--- src/rtl/cordic_pkg.sv ---
// Shared constants and types for the iterative CORDIC polar-to-rectangular engine.
// Angles are binary angle units: 2^32 is one full turn.
package cordic_pkg;

  typedef enum logic [1:0] {
    IDLE,
    PREP,
    ITERATE,
    DONE
  } state_t;

  localparam logic [31:0] ANG_PI          = 32'h8000_0000;
  localparam logic [31:0] ANG_HALF_PI     = 32'h4000_0000;
  localparam logic [31:0] CORDIC_INV_GAIN = 32'h26DD_3B6A;

  // round(atan(2^-i) * 2^32 / (2*pi))
  localparam logic [31:0] ATAN_TBL [32] = '{
    32'h2000_0000, 32'h12E4_051E, 32'h09FB_385B, 32'h0511_11D4,
    32'h028B_0D43, 32'h0145_D7E1, 32'h00A2_F61E, 32'h0051_7C55,
    32'h0028_BE53, 32'h0014_5F2F, 32'h000A_2F98, 32'h0005_17CC,
    32'h0002_8BE6, 32'h0001_45F3, 32'h0000_A2FA, 32'h0000_517D,
    32'h0000_28BE, 32'h0000_145F, 32'h0000_0A30, 32'h0000_0518,
    32'h0000_028C, 32'h0000_0146, 32'h0000_00A3, 32'h0000_0051,
    32'h0000_0029, 32'h0000_0014, 32'h0000_000A, 32'h0000_0005,
    32'h0000_0003, 32'h0000_0001, 32'h0000_0001, 32'h0000_0000
  };

endpackage

--- src/rtl/cordic_rot_step.sv ---
// One rotation-mode CORDIC micro-rotation; direction follows the sign of z.
// Purely combinational; the caller registers the results.
module cordic_rot_step
  import cordic_pkg::*;
#(
  parameter int WID = 32
) (
  input  logic [WID-1:0] x,
  input  logic [WID-1:0] y,
  input  logic [WID-1:0] z,
  input  logic [4:0]     step,
  output logic [WID-1:0] x_next,
  output logic [WID-1:0] y_next,
  output logic [WID-1:0] z_next
);

  logic [WID-1:0] x_shr;
  logic [WID-1:0] y_shr;
  logic [WID-1:0] atan;

  assign x_shr = $signed(x) >>> step;
  assign y_shr = $signed(y) >>> step;
  assign atan  = WID'(ATAN_TBL[step]);

  always_comb begin
    if (!z[WID-1]) begin
      x_next = x - y_shr;
      y_next = y + x_shr;
      z_next = z - atan;
    end else begin
      x_next = x + y_shr;
      y_next = y - x_shr;
      z_next = z + atan;
    end
  end

endmodule

--- src/rtl/cordic_polar2rect.sv ---
// Iterative CORDIC polar-to-rectangular converter: one micro-rotation per clock,
// quadrant fold and 1/K gain applied before iterating, valid/ready on both sides.
module cordic_polar2rect
  import cordic_pkg::*;
#(
  parameter int ITER = 30,
  parameter int WID  = 32
) (
  input  logic           clk,
  input  logic           rst,
  input  logic           in_valid,
  output logic           in_ready,
  input  logic [WID-1:0] in_angle,
  input  logic [WID-1:0] in_mag,
  output logic           out_valid,
  input  logic           out_ready,
  output logic [WID-1:0] out_x,
  output logic [WID-1:0] out_y,
  output logic [WID-1:0] out_resid,
  output logic           busy
);

  localparam logic [4:0] LAST_STEP = 5'(ITER - 1);

  state_t         state;
  logic [WID-1:0] x;
  logic [WID-1:0] y;
  logic [WID-1:0] z;
  logic [4:0]     step;

  logic                   swap;
  logic [WID-1:0]         m;
  logic signed [2*WID-1:0] m_ext;
  logic signed [2*WID-1:0] g_ext;
  logic [WID-1:0]         gain_x;
  logic [WID-1:0]         x_next;
  logic [WID-1:0]         y_next;
  logic [WID-1:0]         z_next;

  // In PREP, x still holds the latched magnitude and z the raw angle.
  // Angles in the left half-plane are turned by 180 deg and the magnitude negated.
  assign swap   = z[WID-1] ^ z[WID-2];
  assign m      = swap ? -x : x;
  assign m_ext  = {{WID{m[WID-1]}}, m};
  assign g_ext  = {{WID{1'b0}}, WID'(CORDIC_INV_GAIN)};
  assign gain_x = WID'((m_ext * g_ext) >>> 30);

  cordic_rot_step #(
    .WID (WID)
  ) u_step (
    .x      (x),
    .y      (y),
    .z      (z),
    .step   (step),
    .x_next (x_next),
    .y_next (y_next),
    .z_next (z_next)
  );

  assign in_ready = (state == IDLE);
  assign busy     = (state != IDLE);

  always_ff @(posedge clk or posedge rst) begin
    if (rst) begin
      state     <= IDLE;
      x         <= '0;
      y         <= '0;
      z         <= '0;
      step      <= '0;
      out_valid <= 1'b0;
      out_x     <= '0;
      out_y     <= '0;
      out_resid <= '0;
    end else begin
      case (state)
        IDLE: begin
          if (in_valid) begin
            z     <= in_angle;
            x     <= in_mag;
            y     <= '0;
            state <= PREP;
          end
        end
        PREP: begin
          z     <= swap ? z + WID'(ANG_PI) : z;
          x     <= gain_x;
          y     <= '0;
          step  <= '0;
          state <= ITERATE;
        end
        ITERATE: begin
          x    <= x_next;
          y    <= y_next;
          z    <= z_next;
          step <= step + 5'd1;
          if (step == LAST_STEP) begin
            out_x     <= x_next;
            out_y     <= y_next;
            out_resid <= z_next;
            out_valid <= 1'b1;
            state     <= DONE;
          end
        end
        DONE: begin
          if (out_ready) begin
            out_valid <= 1'b0;
            state     <= IDLE;
          end
        end
        default: state <= IDLE;
      endcase
    end
  end

endmodule

--- config.mk ---
export PLATFORM = sky130hd
export DESIGN_NAME = cordic_polar2rect
export DESIGN_NICKNAME = d
export VERILOG_FILES = /design/src/rtl/cordic_pkg.sv /design/src/rtl/cordic_rot_step.sv /design/src/rtl/cordic_polar2rect.sv
export SDC_FILE = /design/constraint.sdc
export NUM_CORES = 2
export LEC_CHECK = 0
export CORE_MARGIN = 2
export CORE_UTILIZATION = 49
export DETAILED_ROUTE_END_ITERATION = 8
export PLACE_DENSITY_LB_ADDON = 0.15
export SLEW_MARGIN = 20
export SYNTH_ARGS = -nofsm -noshare
export SYNTH_HDL_FRONTEND = slang
export SYNTH_SLANG_ARGS = --single-unit
--- constraint.sdc ---
create_clock -name clk -period 30.5 [get_ports clk]
set_clock_uncertainty 0.2 [all_clocks]
set_input_delay 7.625 -clock clk [delete_from_list [all_inputs] [get_ports clk]]
set_output_delay 7.625 -clock clk [all_outputs]
set_load 0.01 [all_outputs]
### After elaboration in Yosys (flattened, before gate mapping)

Memories as Yosys holds them, arrays and structs flattened.
Index checks and enable logic that the tools add are counted.

| storage, ports and cells | value |
|---|---|
| bits in read-only memories | 1024 |
| memories kept | 1 |
| register bits | 200 |
| output and inout port bits | 99 |
| word-level logic and storage cells | 64 |
| bits of input ports | 68 |

Memories:

| memory | words | width | read ports | clocked after Yosys merged registers in | write ports | RTL line | text |
|---|---|---|---|---|---|---|---|
| (name not given) | 32 | 32 | 1 | 0 | 0 | cordic_rot_step.sv:23 | `assign atan = WID'(ATAN_TBL[step]);` |

| operators by class | value |
|---|---|
| eq/ne operators | 8 |
| reductions and logical operators | 10 |
| add/subtract/negate cells | 9 |
| $lt $le $gt $ge | 1 |
| multipliers | 1 |
| shift operators | 2 |
| bitwise operators | 2 |
| multiplexer cells | 21 |

Operators with widths:

| operator | number |
|---|---|
| 32-bit two-way mux | 10 |
| 32-bit one-hot mux with 3 select lines | 3 |
| 32-bit adder | 3 |
| 32-bit subtractor | 3 |
| 32-bit by 5-bit >>> shifter with 32-bit output | 2 |
| 32-bit by 30-bit multiplier with 61-bit output (second input constant) | 1 |
| 32-bit adder (second input constant) | 1 |
| 32-bit negator | 1 |
| 5-bit one-hot mux with 2 select lines | 1 |
| 3-bit AND reduction | 3 |
| 2-bit != test (second input constant) | 4 |
| 2-bit one-hot mux with 4 select lines | 1 |
| 6-bit greater-or-equal comparator (second input constant) | 1 |
| 2-bit two-way mux | 3 |
| 5-bit inverter with 6-bit output | 1 |
| 2-bit nonzero test | 3 |
| 5-bit by 1-bit adder with 5-bit output (second input constant) | 1 |
| 5-bit equality test (second input constant) | 1 |
| 2-bit equality test (second input constant) | 2 |
| 2-bit AND reduction | 2 |
| 3-bit nonzero test | 1 |
| 2-bit by 1-bit equality test with 1-bit output (second input constant) | 1 |
| 2-bit zero test | 1 |
| 1-bit two-way mux | 2 |
| 2 further kinds | 2 |

### Longest topological paths before layout

| logic depth | value |
|---|---|
| word-level depth | 7 |
| mapped depth | 37 |
| depth with buffers taken out | 35 |

### Cells and area by module

A second synthesis with hierarchy kept.

| unflattened totals | value |
|---|---|
| cell total of the unflattened synthesis | 4302 |
| area, all modules | 39507.9 µm² |

Modules (own cells, without submodules):

| module | cells each | area each (µm²) | sequential area each (µm²) | instances |
|---|---|---|---|---|
| cordic_polar2rect | 2787 | 27929.3 | 5004.8 | 1 |
| cordic_rot_step | 1515 | 11578.6 | 0.0 | 1 |

### Worst setup path after synthesis

Ideal clock, no wire load.

| path | value |
|---|---|
| path kind | reg2reg |
| start | reg x[2] |
| end | reg x[30] |
| path buffers | 3 |
| setup time | 0.121 ns |
| setup slack | 20.035 ns |
| arrival | 10.143 ns |
| required time | 30.179 ns |
| period minus slack after synthesis | 10.465 ns |
| stages on the path, launching flop included | 33 |
| cells stage by stage | dfrtp_1 clkbuf_1 or4_1 nor3_2 and3_1 buf_2 nand3_1 o41ai_1 xnor2_1 inv_2 buf_2 ha_1 inv_1 fa_1 fa_1 fa_1 inv_1 fa_1 fa_1 fa_1 fa_1 ha_1 nand4_1 or2_2 or4_1 a211oi_1 o31ai_1 o41a_1 o211ai_1 a21o_1 xor2_1 and3_1 o22a_1 |

| on the way | value |
|---|---|
| word-level cells in the longest chain between the ends | 4 |
| elaborated cells on any way between the ends | 7 |
| those cells by class | add/sub (3); mul (1); mux (3) |

Ends and longest elaborated chain:

| what | RTL line | text |
|---|---|---|
| from (decl) | cordic_polar2rect.sv:26 | `logic [WID-1:0] x;` |
| from (signal assigned) | cordic_polar2rect.sv:79 | `x <= in_mag;` |
| from (signal assigned) | cordic_polar2rect.sv:86 | `x <= gain_x;` |
| from (signal assigned) | cordic_polar2rect.sv:92 | `x <= x_next;` |
| 32-bit negator | cordic_polar2rect.sv:43 | `assign m = swap ? -x : x;` |
| 32-bit two-way mux | cordic_polar2rect.sv:43 |  |
| 32-bit by 30-bit multiplier with 61-bit output | cordic_polar2rect.sv:46 | `assign gain_x = WID'((m_ext * g_ext) >>> 30);` |
| 32-bit one-hot mux with 3 select lines * | cordic_polar2rect.sv:75 | `case (state)` |

Mark *: on every way between the ends. The rest lies on a longest branch, timed or not.
A chain may end at the register's enable or synchronous reset.

### Worst setup path after layout

| path | value |
|---|---|
| start | reg x[2] |
| end | reg x[31] |

The elaborated chain is that of the path after synthesis.

==> metrics.md <==
| Metric | Value |
|---|---|
| Most common cell on crit path | fa_1 |
| Largest net degree at the start of global routing | 84 |
| Synth-to-Final Area Change | 8.17% |
| Slowest CP cell | ha_1 |
| Hold-fix buffer count after cts | 0 |
| Placed insts | 5,359 |
| Gpl congestion | 1.01 |
| Cell taking the most area after synthesis | fa_1 |
| Routed vias/inst | 5.96 |
| Share of post-route cells with drive strength above 1 | 0.0719 |
| Sequential fraction of the synthesis area | 0.129 |
| Placeable core region | 78,600 um^2 |
| Worst Tran Pin Value | 1170 ps |
| Setup TNS | 0 ps |
| Total CTS buffers | 17 |
| Register cell area after layout | 5020 um^2 |
| Worst R2R Path Depth | 29 |
| Antenna cell count | 0 |
| Vias | 32,100 |
| Antenna violations before repair | 2 |
| Top post-synthesis cells by area | fa_1 (24%), ha_1 (13%), dfrtp_1 (13%) |
| Synthesized net count | 5,206 |
| Port Buf Inserts | 166 |
| Multi-input logic area | 30,100 um^2 |
| H-Tree Depth | 4 |
| Max Clk Rate | 87.2 MHz |
| Worst path arrival time | 11,630 ps |
| Post-synth top flop | dfrtp_1 |
| Most common cell in the netlist | inv_1 |
| Dpl hpwl | 109 mm |
| Die area | 81,200 um^2 |
| FF-to-FF setup slack | 19,030 ps |
| Clock Tree Buf Depth | 2 |
| Final core utilization | 0.532 |
| Drt first pass iters | 6 |
| Final Max Tran Viols | 0 |
| Critical path required time | 30,670 ps |
| WHS Path Cells | 2 |
| Slew headroom | 0.220 |
| Top cell type's share of synthesized area | 0.236 |
| Synth cell types | 105 |
| Synth Instances | 4,271 |
| Routed Antenna Nets | 0 |
| Synthesized flop and latch total | 200 |
| Crit path launch type | flop |
| DRC Markers | 0 |
| Total wire length | 132 mm |
| Count of maximum capacitance violations | 0 |
| Synth top cells by count | inv_1 (735), fa_1 (455), ha_1 (412) |
| Finish-stage setup viols | 0 |
| Filler cell count | 7,399 |
| Grt ovf | 0 |
| Ys async rst share | 1.00 |
| Nature of the critical path endpoint | flop |
| Crit-path max cell delay | 650 ps |
| Chip Height | 285 um |
| Critical path type | reg -> reg |
| Nets | 5,263 |
| Mean Syn Cell Area | 9.05 um^2 |
| Final Hold Vio Count | 0 |
| Outcome | finished, final reports clean |
| Routed len/inst | 24.5 um |
| First-iteration detailed-routing DRC count | 3,472 |
| Number of flops mapped to enable cells by yosys | 0 |
| Maximum fanout along the worst path | 25 |
| RSZ-0062 raised after global routing | no |
| CTS tree | built |
| Cell area after synthesis | 38,700 um^2 |
| CTS Sinks | 200 |
| Number of gates resized after CTS | 0 |
| First-pass GRT wire length | 200 mm |
| Final period util | 0.376 |
| Number of global-route vias before repair | 31,600 |
| Die X | 285 um |
| Yosys Warn Count | 0 |
| Clk root buf | clkbuf_16 |
| Post-CTS setup buffers | 0 |
| GRT Util Overall | 0.327 |
| Starting Density | 0.492 |
| Num ports | 167 |
| Post-layout minimum cycle time | 11,470 ps |
| Core Rows | 103 |
| Hold Path Class | reg -> reg |
| Worst skew pair latency | 500 ps |
| Post-route insts no fill | 5,389 |
| Clk slew on worst S/H paths | 90 ps |
[cell usage in the layout (no fill, tap or decap), types with 20 or more instances in the layout]
cell / instances
a211oi_1: 31
a21o_1: 69
nand3_1: 40
a21oi_1: 275
nor2b_1: 25
nand2b_1: 33
ha_1: 411
o21a_1: 20
a22oi_1: 32
mux2i_1: 53
nand4_1: 23
dfrtp_1: 194
o21ai_0: 204
mux4_2: 59
o211ai_1: 24
xor2_1: 122
clkdlybuf4s50_1: 166
nand2_1: 284
buf_4: 45
a22o_1: 33
o22ai_1: 24
and3_1: 21
fa_1: 455
xnor2_1: 179
mux2_2: 111
o31ai_1: 21
a221oi_1: 29
inv_1: 733
nor2_1: 244
nor3_1: 52
a31oi_1: 41
[cells by family (layout without fill, tap and decap cells)]
kind of cell | Yosys count | count (layout) | share of synthesized area
mux | 232 | 232 | 0.0846
buf+inv | 913 | 981 | 0.0933
xor+xnor | 303 | 303 | 0.0688
fa+ha+maj | 867 | 867 | 0.369
compound gates | 939 | 939 | 0.156
flops | 200 | 200 | 0.129
simple gates | 817 | 817 | 0.0992
[worst max-delay path: cells and delay by family, from the launching register on]
kind,cells,cell delay (ps)
fa+ha+maj,9,4560
buf+inv,3,640
simple gates,7,2460
flops,1,500
xor+xnor,1,490
compound gates,9,2470
[routing by layer]
layer,GRT usage,share of wire
met1,0.483,0.45
met5,0,0
met3,0.0917,0.10
met2,0.479,0.42
met4,0.0653,0.021
[sequential cells by signal (all words and copies together), names as in the netlist]
name / cells
out_y: 32
x: 32
out_x: 32
z: 32
step: 5
out_valid: 1
out_resid: 32
state: 2
y: 32
[path summary, 6_finish.rpt]
check                           endpoint          start
setup / recovery                   x[31]           x[2]
hold / removal             out_resid[15]  out_resid[15]
setup reg to reg                   x[31]           x[2]
hold reg to reg            out_resid[15]  out_resid[15]
max in group asynchronous        step[0]            rst
min in group asynchronous      out_x[12]            rst
[area by class of cell]
cell class,instances,share of cell area
Clock inverter,13,0.00449
Timing Repair Buffer,211,0.0478
Tap cell,1050,0.0314
Inverter,740,0.0666
Clock buffer,17,0.0102
Multi-Input combinational cell,3158,0.720
Sequential cell,200,0.120
[per-stage QoR]
| step | instance area (um^2) | hold WS [ps] | setup WS [ps] |
|---|---|---|---|
| floorplan | 38700 | 266 | 17220 |
| global placement | 41200 | 264 | 19450 |
| detailed placement | 41200 | 263 | 19320 |
| CTS | 41800 | 290 | 19260 |
| global route | 41800 | 313 | 18660 |
| finish | 41800 | 286 | 19030 |
Power is left out: the tool's default activity adds up to more than one toggle a clock period on the data nets, which glitch-free logic cannot reach.
